--- src/rtl/rom_16.sv ---
// Twiddle-factor ROM for the 16-point stage of the 32-point MDC FFT.
// A valid_in strobe starts a 16-cycle burst of W32^k, k = 0..15, in Q1.7.
module rom_16 (
    input  logic       clk,
    input  logic       rst_n,
    input  logic       valid_in,
    output logic [8:0] w_r,
    output logic [8:0] w_i,
    output logic       valid_out_rom16
);

    typedef enum logic {IDLE, RUN} state_t;

    state_t     state_q;
    logic [3:0] k_q;
    logic [3:0] k_d;
    logic [8:0] tab_r;
    logic [8:0] tab_i;

    // Index of the entry to register on this edge: a strobe always wins.
    always_comb begin
        k_d = valid_in ? '0 : k_q + 4'd1;
        tab_r = '0;
        tab_i = '0;
        case (k_d)
            4'd0:  begin tab_r = 9'h080; tab_i = 9'h000; end
            4'd1:  begin tab_r = 9'h07E; tab_i = 9'h1E7; end
            4'd2:  begin tab_r = 9'h076; tab_i = 9'h1CF; end
            4'd3:  begin tab_r = 9'h06A; tab_i = 9'h1B9; end
            4'd4:  begin tab_r = 9'h05B; tab_i = 9'h1A5; end
            4'd5:  begin tab_r = 9'h047; tab_i = 9'h196; end
            4'd6:  begin tab_r = 9'h031; tab_i = 9'h18A; end
            4'd7:  begin tab_r = 9'h019; tab_i = 9'h182; end
            4'd8:  begin tab_r = 9'h000; tab_i = 9'h180; end
            4'd9:  begin tab_r = 9'h1E7; tab_i = 9'h182; end
            4'd10: begin tab_r = 9'h1CF; tab_i = 9'h18A; end
            4'd11: begin tab_r = 9'h1B9; tab_i = 9'h196; end
            4'd12: begin tab_r = 9'h1A5; tab_i = 9'h1A5; end
            4'd13: begin tab_r = 9'h196; tab_i = 9'h1B9; end
            4'd14: begin tab_r = 9'h18A; tab_i = 9'h1CF; end
            4'd15: begin tab_r = 9'h182; tab_i = 9'h1E7; end
            default: begin tab_r = '0; tab_i = '0; end
        endcase
    end

    always_ff @(posedge clk or posedge rst_n) begin
        if (rst_n) begin
            state_q         <= IDLE;
            k_q             <= '0;
            w_r             <= '0;
            w_i             <= '0;
            valid_out_rom16 <= 1'b0;
        end else if (valid_in || (state_q == RUN && k_q != 4'd15)) begin
            state_q         <= RUN;
            k_q             <= k_d;
            w_r             <= tab_r;
            w_i             <= tab_i;
            valid_out_rom16 <= 1'b1;
        end else begin
            state_q         <= IDLE;
            k_q             <= '0;
            w_r             <= '0;
            w_i             <= '0;
            valid_out_rom16 <= 1'b0;
        end
    end

endmodule

--- config.mk ---
export PLATFORM = sky130hd
export DESIGN_NAME = rom_16
export DESIGN_NICKNAME = d
export VERILOG_FILES = /design/src/rtl/rom_16.sv
export SDC_FILE = /design/constraint.sdc
export NUM_CORES = 1
export LEC_CHECK = 0
export BUFFER_PORTS_ARGS = -buffer_cell sky130_fd_sc_hd__buf_2
export CAP_MARGIN = 20
export CORE_UTILIZATION = 60
export CTS_BUF_LIST = sky130_fd_sc_hd__clkbuf_4 sky130_fd_sc_hd__clkbuf_8
export CTS_CLUSTER_DIAMETER = 80
export DETAILED_ROUTE_END_ITERATION = 10
export GPL_ROUTABILITY_DRIVEN = 0
export HOLD_SLACK_MARGIN = 0.05
export PLACE_DENSITY = 0.85
export REMOVE_ABC_BUFFERS = 1
export SETUP_SLACK_MARGIN = 0.5
export SKIP_CTS_REPAIR_TIMING = 1
export SYNTH_ARGS = -nofsm -noshare
export SYNTH_HDL_FRONTEND = slang
export SYNTH_SLANG_ARGS = --single-unit
--- constraint.sdc ---
create_clock -name clk -period 4.5 [get_ports clk]
set_input_delay 0.675 -clock clk [delete_from_list [all_inputs] [get_ports clk]]
set_output_delay 0.675 -clock clk [all_outputs]
set_load 0.005 [all_outputs]
### After elaboration in Yosys (flattened, before gate mapping)

Memories as Yosys holds them, arrays and structs flattened.
Cells that the tools add are included.

| cells by class | value |
|---|---|
| add/subtract/negate cells | 1 |
| $mul | 0 |
| div/mod/pow operators | 0 |
| magnitude comparators | 0 |
| equal/unequal tests | 1 |
| shifts and indexed selects | 0 |
| multiplexer cells | 5 |
| bitwise logic cells | 0 |
| reductions and logical operators | 2 |

Operator list:

| operator | number |
|---|---|
| 2-to-1 mux 9 bit | 2 |
| 2-to-1 mux 4 bit | 2 |
| adder 4 x 1 -> 4 bit (second input constant) | 1 |
| != test 4 bit (second input constant) | 1 |
| logical AND 1 bit | 1 |
| logical OR 1 bit | 1 |
| 2-to-1 mux 1 bit | 1 |

| storage, ports and cells | value |
|---|---|
| bits in registers | 23 |
| latch bits | 0 |
| RAM bits | 0 |
| bits in read-only memories | 288 |
| bits of input ports | 3 |
| output and inout bits | 19 |
| logic and storage cells | 14 |
| memories kept | 1 |

Memory list:

| memory | words | bits a word | read ports | clocked after memory_dff | write ports | line | RTL |
|---|---|---|---|---|---|---|---|
| (no name shown) | 16 | 18 | 1 | 0 | 0 | 25 | `case (k_d)` |

### Longest topological paths before layout

Gate-level depths: netlist (run 1).

| logic depth | value |
|---|---|
| depth after elaboration | 4 |
| gate-level depth with buffers | 8 |
| mapped depth without buffers | 7 |

### Worst setup path after synthesis (run 1)

OpenSTA, ideal clock, no wires.

| timing | value |
|---|---|
| path kind | input -> register |
| start point | input valid_in |
| end point | register w_r[1] |
| setup time | 120 ps |
| arrival time | 2116 ps |
| required time | 4380 ps |
| slack | 2265 ps |
| stages | 5 |
| buffers on the path | 1 |
| cells stage by stage | buf_2 -> or2_2 -> ha_1 -> or3b_2 -> and3_1 |

| between the ends | value |
|---|---|
| cells in the longest elaborated chain, start to end | 3 |
| elaborated cells on any way between the ends | 4 |
| those cells by class | mux: 2; reduce/logical: 1; memory: 1 |

Ends and longest elaborated chain:

| what | line | RTL |
|---|---|---|
| start, declared | 6 | `input logic valid_in,` |
| 2-to-1 mux 4 bit | 22 | `k_d = valid_in ? '0 : k_q + 4'd1;` |
| memory read (16 x 18 bit) | - |  |
| 2-to-1 mux 9 bit * | 53 | `end else if (valid_in \|\| (state_q == RUN && k_q != 4'd15)) begin` |
| end signal, assigned | 56 | `w_r <= tab_r;` |
| end, declared | 7 | `output logic [8:0] w_r,` |

Every way passes the cells marked *; elsewhere a longest branch is shown, timed or not.

### Final worst setup path (run 1)

| timing | value |
|---|---|
| start point | register k_q[0] |
| end point | register w_i[3] |

| between the ends | value |
|---|---|
| cells in the longest elaborated chain, start to end | 4 |
| elaborated cells on any way between the ends | 7 |
| those cells by class | add/sub: 1; eq/ne: 1; mux: 2; reduce/logical: 2; memory: 1 |

Ends and longest elaborated chain:

| what | line | RTL |
|---|---|---|
| start, declared | 15 | `logic [3:0] k_q;` |
| start signal, assigned | 55 | `k_q <= k_d;` |
| adder 4 x 1 -> 4 bit or != test 4 bit (tied branches) | 22, 53 |  |
| 2-to-1 mux 4 bit or logical AND 1 bit (tied branches) | 22, 53 |  |
| memory read (16 x 18 bit) or logical OR 1 bit (tied branches) | - |  |
| 2-to-1 mux 9 bit * | 53 |  |
| end signal, assigned | 57 | `w_i <= tab_i;` |
| end, declared | 8 | `output logic [8:0] w_i,` |

Marked as above.

==> impl_metrics.csv, run 1 <==
group,metric,value,unit
status,status,"finished clean",
global_routing,grt_first_pass_wirelength,4040,um
power_and_ir_drop,sequentialPowerShare,0.456,
global_routing,grt_antenna_before_repair,0,
power_and_ir_drop,power_density,360,nW/um^2
global_routing,gr-total-overflow,0,
sta,worst_slack,1980,ps
yosys,yosys.area.top_type_share,0.435,
routing,postRouteAntennaNets,0,
power_and_ir_drop,p_leak,0.669,nW
yosys,yosysSeqAreaShare,0.435,
worst_setup_path,cp.required,4700,ps
placed_design,post-place-ws,1930,ps
worst_setup_path,max_stage_delay,820,ps
global_routing,first_global_vias,870,
yosys,syn_inst,134,
sta,fmax,397,MHz
yosys,yosysMostFrequentCell,"dfrtp_1",
floorplan,ios,22,
layout,num-nets-final,163,
floorplan,die-area,2300,um^2
worst_setup_path,crit_slowest_cell,"a21oi_1",
yosys,synth_flop_cell,"dfrtp_1",
floorplan,dieWidth,47.9,um
floorplan,die_h,47.9,um
yosys,ys_ff_latch,22,
sta,drv_slew,0,
yosys,post_synth_num_cell_types,35,
placed_design,numPortBuffers,21,
clock_network,cts_buffer_depth,2,
sta,fin_worst_skew,7.82,ps
layout,area_delta_synth_final,11.4,%
worst_setup_path,critical_path.cell_chain,"ha_1 -> nand3_1 -> a21oi_1 -> inv_1 -> nand2_1 -> o22ai_1",
layout,diodes,0,
floorplan,num_rows,16,
clock_network,htree_levels,1,
routing,vias,1053,
hold_path,holdCritPathClass,"primary input to async pin",
sta,max_slew_margin,0.332,
placed_design,dp_cells,174,
sta,min_period_over_period,0.559,
yosys,synthesis.area,1260,um^2
yosys,yosys-top-cells-area,"dfrtp_1 44%, ha_1 7.9%, nand2_1 5.3%, a21oi_1 5.1%, nor2_1 3.9%",
worst_setup_path,crit_path_start_kind,"flop",
yosys,synth_edf_count,0,
clock_network,cts_root_buf,"clkbuf_4",
sta,fin_tns_setup,0,ps
placed_design,dp_hpwl,1850,um
power_and_ir_drop,pwr-share-clk,0.299,
routing,drt_iter0_drc,71,
yosys,syn_avg_cell_area,9.44,um^2
clock_network,cts-buffers-inserted,3,
power_and_ir_drop,internal_power,0.000365,W
sta,worst_pin_slew,1000,ps
power_and_ir_drop,p_sw,0.000142,W
layout,fin_cells,178,
global_routing,grt_max_degree,23,
power_and_ir_drop,pwr-share-comb,0.245,
routing,drc,0,
clock_network,cts_tree,"done",
yosys,async_flop_share,1.00,
routing,finalWirelength,2580,um
yosys,yosys_warnings,0,
sta,hold_viol,0,
global_routing,grtUsageTotal,0.253,
clock_network,clock_latency,320,ps
run,max_cap_violations,0,
routing,drt_pass1_iterations,4,
worst_setup_path,path_class,"flop to flop",
worst_setup_path,cp_data_arrival_time,2710,ps
worst_setup_path,crit_fanout,12,
clock_network,clkSinkCount,22,
sta,period_needed,2520,ps
floorplan,initial_core_util,0.645,
yosys,synth_top_cells_by_count,"22 x dfrtp_1, 18 x nand2_1, 13 x a21oi_1, 13 x nor2_1, 8 x ha_1",
sta,setup_viol,0,
clock_network,clkTransAtPathRegs,130,ps
sta,rsz0062_at_grt,"no",
layout,drive_gt1_frac,0.219,
yosys,yosysTopAreaCell,"dfrtp_1",
power_and_ir_drop,peakVddDrop,0.275,mV
power_and_ir_drop,p_sw_frac,0.280,
worst_setup_path,end_kind,"flop",
floorplan,coreArea,1960,um^2
routing,vias_per_cell,5.92,
routing,routedWlPerCell,14.5,um
-- per-stage QoR --
stage	hold slack (ps)	cell area [um^2]	power (W)	util
6_report	477	1410	0.000507	0.718
5_1_grt	543	1410	0.000540	0.718
4_1_cts	507	1410	0.000508	0.718
3_5_place_dp	654	1360	0.000357	0.691
3_3_place_gp	640	1360	0.000354	0.691
2_1_floorplan	595	1220	0.000314	-
-- metal layers --
layer | track usage | routed length, um | up-vias
li1 | - | - | 496
met4 | 0.117 | 66 | 0
met3 | 0.0453 | 257 | 7
met2 | 0.368 | 1180 | 70
met5 | 0 | 0 | -
met1 | 0.362 | 1080 | 480
-- cells in the final DEF (no fill, tap or decap) --
cell,count
nand2b_1,1
o21a_1,3
a31o_2,1
a31oi_1,5
nor2_2,1
or2_2,1
ha_1,8
dfrtp_1,22
a2bb2oi_1,1
o32ai_1,1
bufinv_16,1
or3b_2,1
a211oi_1,1
xnor2_1,3
and2_1,1
inv_1,6
nand2_1,18
nand3_1,4
xnor2_4,1
a2111oi_2,1
a221oi_4,1
o31a_1,1
o22ai_1,2
mux2i_1,1
nor2_1,13
a211o_1,1
a221oi_1,1
xor2_1,1
clkbuf_4,3
and3_1,2
buf_2,21
nor3_1,3
o21ai_0,6
a21oi_1,13
and3_4,1
-- power by group through the flow --
stage | Sequential (W) | Clock (W) | Combinational, W
after floorplan | 0.000240 | 0 | 0.0000743
final | 0.000232 | 0.000152 | 0.000124
after CTS | 0.000231 | 0.000154 | 0.000123
after detailed placement | 0.000235 | 0 | 0.000122
after global placement | 0.000235 | 0 | 0.000119
after global routing | 0.000236 | 0.000164 | 0.000140
-- state kept, by name (all words and copies together) (netlist names) --
register,flops
k_q,4
state_q,1
w_r,9
w_i,8
-- logic make-up (layout without fill, tap and decap cells) --
logic type | after synthesis | after routing | share of synthesized area
DFF | 22 | 22 | 0.435
and+or+nand+nor | 46 | 46 | 0.165
muxes | 1 | 1 | 0.00791
adders and majority gates | 8 | 8 | 0.0791
buffers and inverters | 14 | 31 | 0.0554
AOI/OAI and AO/OA | 38 | 38 | 0.208
xor gates and xnor gates | 5 | 5 | 0.0495
-- area by class of cell --
type / count / area (um^2)
Clock buffer: 3 / 22.5
Clock inverter: 1 / 30.0
Tap cell: 27 / 33.8
Fill cell: 151 / 553
Multi-Input combinational cell: 98 / 644
Timing Repair Buffer: 21 / 105
Inverter: 6 / 22.5
Sequential cell: 22 / 551
-- worst max-delay path: cells and delay by family, from the launching register on --
kind / cells / cell delay (ps)
AOI/OAI and AO/OA: 2 / 930
adders and majority gates: 1 / 320
buffers and inverters: 1 / 250
DFF: 1 / 550
and+or+nand+nor: 2 / 350
-- worst paths after layout --
check | from | endpoint | slack (ps) | depth (start not counted)
setup / recovery | k_q[0] | w_i[3] | 1980 | 6
hold / removal | rst_n | w_i[7] | 480 | 2
setup reg to reg | k_q[0] | w_i[3] | 1980 | 6
hold reg to reg | state_q | k_q[1] | 700 | 2
max in group asynchronous | rst_n | k_q[0] | 3540 | 2
min in group clk | state_q | k_q[1] | 700 | 2
(Power assumes the default switching activity.)
==> run 2, diff against run 1 <==
--- a/config.mk
+++ b/config.mk
@@ -5,15 +5,16 @@
 export SDC_FILE = /design/constraint.sdc
 export NUM_CORES = 1
 export LEC_CHECK = 0
+export ABC_AREA = 1
 export BUFFER_PORTS_ARGS = -buffer_cell sky130_fd_sc_hd__buf_2
 export CAP_MARGIN = 20
-export CORE_UTILIZATION = 60
+export CORE_UTILIZATION = 52
 export CTS_BUF_LIST = sky130_fd_sc_hd__clkbuf_4 sky130_fd_sc_hd__clkbuf_8
 export CTS_CLUSTER_DIAMETER = 80
 export DETAILED_ROUTE_END_ITERATION = 10
 export GPL_ROUTABILITY_DRIVEN = 0
 export HOLD_SLACK_MARGIN = 0.05
-export PLACE_DENSITY = 0.85
+export PLACE_DENSITY = 0.78
 export REMOVE_ABC_BUFFERS = 1
 export SETUP_SLACK_MARGIN = 0.5
 export SKIP_CTS_REPAIR_TIMING = 1
==> constraint.sdc (replaced) <==
create_clock -name clk -period 2.1 [get_ports clk]
set_input_delay 0.315 -clock clk [delete_from_list [all_inputs] [get_ports clk]]
set_output_delay 0.315 -clock clk [all_outputs]
set_load 0.005 [all_outputs]
==> run 2 against run 1 <==
Against the previous run:
- total power grew 130%
- first-iteration DRC count shrank 34%
- via count is 9.2% higher
- highest routed layer unchanged
==> impl_metrics.csv, run 2 <==
group,metric,value,unit
sta,setup_viol,0,
yosys,synthesis.area,1290,um^2
routing,finalWirelength,3280,um
routing,vias_per_cell,5.30,
floorplan,ios,22,
power_and_ir_drop,p_leak,0.907,nW
layout,largest_reg_flops,9,
yosys,async_flop_share,1.00,
routing,postRouteAntennaNets,0,
power_and_ir_drop,power_density,689,nW/um^2
clock_network,cts_root_buf,"clkbuf_4",
sta,period_needed,1720,ps
sta,fin_tns_setup,0,ps
clock_network,cts-buffers-inserted,3,
yosys,syn_avg_cell_area,8.40,um^2
power_and_ir_drop,p_sw,0.000349,W
sta,drv_slew,0,
worst_setup_path,cp.required,2370,ps
floorplan,die_h,51.9,um
sta,fmax,583,MHz
yosys,synth_top_cells_by_count,"50 x nand2_1, 22 x dfrtp_1, 15 x inv_1",
sta,fin_worst_skew,7.59,ps
routing,drt_pass1_iterations,5,
worst_setup_path,end_kind,"flop",
sta,max_slew_margin,0.477,
layout,nFillCells,135,
power_and_ir_drop,peakVddDrop,0.633,mV
layout,layout_commonest_cell,"nand2_1",
yosys,yosysSeqAreaShare,0.426,
layout,area_delta_synth_final,31.3,%
global_routing,gr-total-overflow,0,
routing,routedWlPerCell,15.1,um
worst_setup_path,cp_data_arrival_time,1980,ps
yosys,yosys-top-cells-area,"dfrtp_1 43%, nand2_1 15%, ha_1 7.7%, inv_1 4.4%, nor2_1 4.1%",
clock_network,cts_buffer_depth,2,
worst_setup_path,crit_fanout,4,
placed_design,dp_cells,202,
routing,drc,0,
yosys,yosysTopAreaCell,"dfrtp_1",
worst_setup_path,path_class,"flop to flop",
yosys,yosys.area.top_type_share,0.426,
sta,hold_viol,0,
yosys,post_synth_num_cell_types,24,
yosys,ys_ff_latch,22,
floorplan,num_rows,17,
global_routing,first_global_vias,965,
run,max_cap_violations,0,
global_routing,grt_antenna_before_repair,0,
layout,drive_gt1_frac,0.519,
yosys,yosys_warnings,0,
hold_path,holdCritPathClass,"primary input to async pin",
layout,post-route-util,0.747,
global_routing,grt_use_met3,0.0614,
clock_network,clock_latency,330,ps
power_and_ir_drop,p_sw_frac,0.299,
layout,regMostFlops,"w_r",
power_and_ir_drop,pwr-share-clk,0.286,
floorplan,coreArea,2280,um^2
yosys,synth_edf_count,0,
layout,fin_cells,217,
clock_network,htree_levels,1,
power_and_ir_drop,sequentialPowerShare,0.417,
status,status,"finished clean",
yosys,yosysMostFrequentCell,"nand2_1",
yosys,synth_flop_cell,"dfrtp_1",
layout,seq_area,551,um^2
floorplan,dieWidth,51.9,um
global_routing,grt_first_pass_wirelength,4120,um
worst_setup_path,rrSetupSlack,380,ps
layout,multi_input_area,762,um^2
floorplan,die-area,2690,um^2
placed_design,dp_hpwl,1830,um
sta,rsz0062_at_grt,"yes",
sta,min_period_over_period,0.817,
power_and_ir_drop,pwr-share-comb,0.297,
clock_network,clkSinkCount,22,
sta,worst_pin_slew,783,ps
global_routing,grtUsageTotal,0.217,
clock_network,clkTransAtPathRegs,130,ps
layout,num-nets-final,201,
global_routing,top_usage_layer,"met2",
layout,largestRegisters,"w_r x9, w_i x8, k_q x4",
global_routing,grt_max_degree,23,
global_routing,grt_util_met2,0.359,
power_and_ir_drop,internal_power,0.000820,W
yosys,syn_inst,154,
floorplan,initial_core_util,0.568,
power_and_ir_drop,finalPower,0.00117,W
sta,holdWs,104,ps
clock_network,cts_tree,"done",
layout,final_cell_mix,"37 x nand2_1, 22 x dfrtp_1, 21 x buf_2",
worst_setup_path,crit_path_start_kind,"flop",
routing,vias,1150,
placed_design,numPortBuffers,21,
routing,drt_iter0_drc,47,
global_routing,grt_use_met1,0.250,
layout,diodes,0,
-- run 2: changes by cell type in the layout (fill, tap and decap cells not counted), sizes merged, moves of 3 or more --
cell   before  now
nor2       14   18
buf        21   36
nand2      18   62
and3        3    0
nor3        3    0
inv         6   17
o21a        3    0
xnor2       4    0
a31oi       5    0
nand4       0    4
a21oi      13    3
nand3       4    7
-- run 2: area by class of cell --
type / instances / area share
multi-input combinational: 109 / 0.448
sequential: 22 / 0.324
timing repair buffer: 36 / 0.130
inverter: 18 / 0.0457
tap: 28 / 0.0206
clock inverter: 1 / 0.0177
clock buffer: 3 / 0.0133
-- run 2: kinds of logic (layout without fill, tap and decap cells) --
group	count (synthesis)	after routing	synth area share
compound gates	8	8	0.0367
fa+ha+maj	8	8	0.0774
buf+inv	23	58	0.0880
flops	22	22	0.426
simple gates	93	93	0.372
-- run 2: final timing paths --
check,end,cells after the start,start
max,w_i[1],10,k_q[0]
min,w_r[3],2,rst_n
max reg2reg,w_i[1],10,k_q[0]
min reg2reg,k_q[0],2,state_q
max in group asynchronous,k_q[2],2,rst_n
min in group clk,state_q,3,valid_in
-- run 2: per-layer routing --
layer | vias up | wire [um]
met5 | - | 0
met4 | 0 | 107
met3 | 15 | 192
met2 | 45 | 1670
met1 | 551 | 1310
li1 | 539 | -
-- run 2: power by group through the flow --
stage	Sequential (W)	Combinational (W)	Clock, W
after floorplan	0.000507	0.000142	0
after global placement	0.000496	0.000228	0
after detailed placement	0.000498	0.000234	0
after CTS	0.000489	0.000235	0.000337
after global routing	0.000493	0.000380	0.000354
final	0.000488	0.000347	0.000334
-- run 2: worst max-delay path, cell delays in order, from the launching register on --
cell and delay (ps):
dfrtp_1 440, ha_4 310, inv_4 40, nor2_4 140, buf_6 120, ha_4 200
inv_4 80, nand2_4 70, nand2_2 90, nor2_1 40, nor2_1 100
-- run 2: per-stage QoR --
stage / cell area [um^2] / worst slack [ps]
2_1_floorplan: 1250 / 274
3_3_place_gp: 1420 / 279
3_5_place_dp: 1420 / 202
4_1_cts: 1470 / 163
5_1_grt: 1700 / 303
6_report: 1700 / 385
==> run 3, diff against run 2 <==
==> constraint.sdc (replaced) <==
create_clock -name clk -period 1.5 [get_ports clk]
set_input_delay 0.225 -clock clk [delete_from_list [all_inputs] [get_ports clk]]
set_output_delay 0.225 -clock clk [all_outputs]
set_load 0.005 [all_outputs]
==> run 3 against run 2 <==
Against the previous run:
- the run now ends with negative setup slack left
- flip-flop and latch count did not move
- critical path depth did not move
- wire length rose by 3.9%
- first-iteration DRC count fell by 26%
- design area rose by 6.7%
- sequential power rose by 40%
- sequential share of layout area fell by 2.0 points
- global-route usage rose by 0.35 points
==> impl_metrics.csv, run 3 (same netlist as run 2, synthesis figures left out) <==
group,metric,value,unit
routing,vias,1215,
hold_path,holdCritPathClass,"primary input to flop",
hold_path,holdCritStartpoint,"valid_in",
sta,fin_worst_skew,4.82,ps
global_routing,grt_max_degree,23,
routing,finalWirelength,3400,um
global_routing,grt_antenna_before_repair,0,
sta,setup_viol,18,
placed_design,post-place-ws,-317,ps
worst_setup_path,rrSetupSlack,-260,ps
power_and_ir_drop,power_density,842,nW/um^2
status,violations,"negative setup slack",
routing,drt_iter0_drc,35,
clock_network,cts_root_buf,"clkbuf_4",
placed_design,numPortBuffers,21,
clock_network,cts_tree,"done",
global_routing,gr-total-overflow,0,
clock_network,clkTransAtPathRegs,130,ps
clock_network,cts-buffers-inserted,3,
worst_setup_path,path_class,"flop to flop",
hold_path,holdPathEnd,"k_q[0]",
layout,final_cell_mix,"41 x nand2_1, 22 x dfrtp_1, 22 x buf_4",
global_routing,grtUsageTotal,0.221,
sta,fmax,568,MHz
worst_setup_path,crit_fanout,5,
layout,area_delta_synth_final,40.1,%
placed_design,dp_hpwl,1990,um
floorplan,coreArea,2280,um^2
layout,diodes,0,
sta,drv_slew,0,
clock_network,cts_buffer_depth,2,
routing,drt_pass1_iterations,5,
global_routing,top_usage_layer,"met2",
worst_setup_path,cp_data_arrival_time,1990,ps
routing,drc,0,
routing,vias_per_cell,5.26,
run,max_cap_violations,0,
floorplan,ios,22,
worst_setup_path,cp.required,1720,ps
sta,period_needed,1760,ps
clock_network,clock_latency,300,ps
sta,max_slew_margin,0.748,
floorplan,num_rows,17,
layout,largestRegisters,"w_r x9, w_i x8, k_q x4",
global_routing,grt_first_pass_wirelength,4380,um
sta,holdWs,396,ps
floorplan,dieWidth,51.9,um
floorplan,initial_core_util,0.568,
global_routing,grt_use_met1,0.297,
global_routing,grt_util_met2,0.370,
sta,fin_tns_setup,-2210,ps
power_and_ir_drop,p_leak,0.984,nW
hold_path,hold_depth,4,
routing,postRouteAntennaNets,0,
floorplan,die-area,2690,um^2
global_routing,first_global_vias,981,
status,status,"complete, but fails checks",
worst_setup_path,r2r-end,"w_r[1]",
sta,rsz0062_at_grt,"yes",
layout,num-nets-final,215,
floorplan,die_h,51.9,um
worst_setup_path,reg2regPathDepth,10,
clock_network,htree_levels,1,
sta,worst_pin_slew,377,ps
worst_setup_path,crit_path_start_kind,"flop",
layout,drive_gt1_frac,0.522,
sta,hold_viol,0,
routing,routedWlPerCell,14.7,um
placed_design,placed_area,1550,um^2
global_routing,grt_use_met3,0.0292,
layout,stdcell_area,1810,um^2
worst_setup_path,rr_startpoint,"k_q[0]",
layout,layout_commonest_cell,"nand2_1",
layout,largest_reg_flops,9,
sta,worst_slack,-261,ps
sta,min_period_over_period,1.17,
power_and_ir_drop,finalPower,0.00153,W
power_and_ir_drop,peakVddDrop,0.836,mV
clock_network,clkSinkCount,22,
layout,regMostFlops,"w_r",
worst_setup_path,end_kind,"flop",
run 3: cell types whose count changed in the layout (fill, tap and decap cells not counted), moves of 2 or more:
cell | previous run | this run
buf_4 | 14 | 22
buf_6 | 1 | 5
nand2_1 | 37 | 41
nand2_2 | 20 | 14
nand2_4 | 4 | 6
nor2_1 | 12 | 10
nor2_2 | 3 | 6
o21ai_1 | 0 | 3
o21ai_2 | 5 | 1
run 3: how the worst max path moves through the flow:
| stage | from | endpoint | slack (ps) | depth (start not counted) |
|---|---|---|---|---|
| CTS | k_q[1] | w_r[1] | -380 | 10 |
| floorplan | k_q[0] | w_i[5] | -330 | 11 |
| global placement | k_q[0] | w_r[5] | -220 | 11 |
| global route | k_q[1] | w_r[1] | -340 | 10 |
| detailed placement | k_q[1] | w_r[1] | -320 | 10 |
| finish | k_q[0] | w_r[1] | -260 | 10 |
run 3: where the power goes:
| group | internal [W] | switching [W] |
|---|---|---|
| Combinational | 0.000234 | 0.000275 |
| Clock | 0.000148 | 0.000184 |
| Sequential | 0.000662 | 0.0000228 |
| Total | 0.00104 | 0.000482 |
run 3: layout make-up:
| class | count | area [um^2] |
|---|---|---|
| sequential | 22 | 551 |
| timing repair buffer | 50 | 357 |
| fill | 148 | 463 |
| inverter | 18 | 72.6 |
| multi-input combinational | 109 | 762 |
| tap | 28 | 35.0 |
| clock buffer | 4 | 36.3 |
run 3: worst max-delay path, cell delays in order, from the launching register on:
cell	delay, ps
dfrtp_1	440
ha_4	300
inv_4	40
nor2_4	170
inv_4	80
ha_4	180
inv_2	50
nand4_1	100
nand2_2	100
nor2_1	50
a21oi_1	150
run 3: layer usage:
metal	vias to the layer above	share of wire
met4	0	0.050
met1	550	0.39
met5	-	0
met2	73	0.50
met3	18	0.056
li1	574	-
run 3: through the flow:
step,std cells,utilization
floorplan,149,-
global placement,220,0.682
detailed placement,220,0.682
CTS,224,0.698
global route,231,0.797
finish,231,0.797
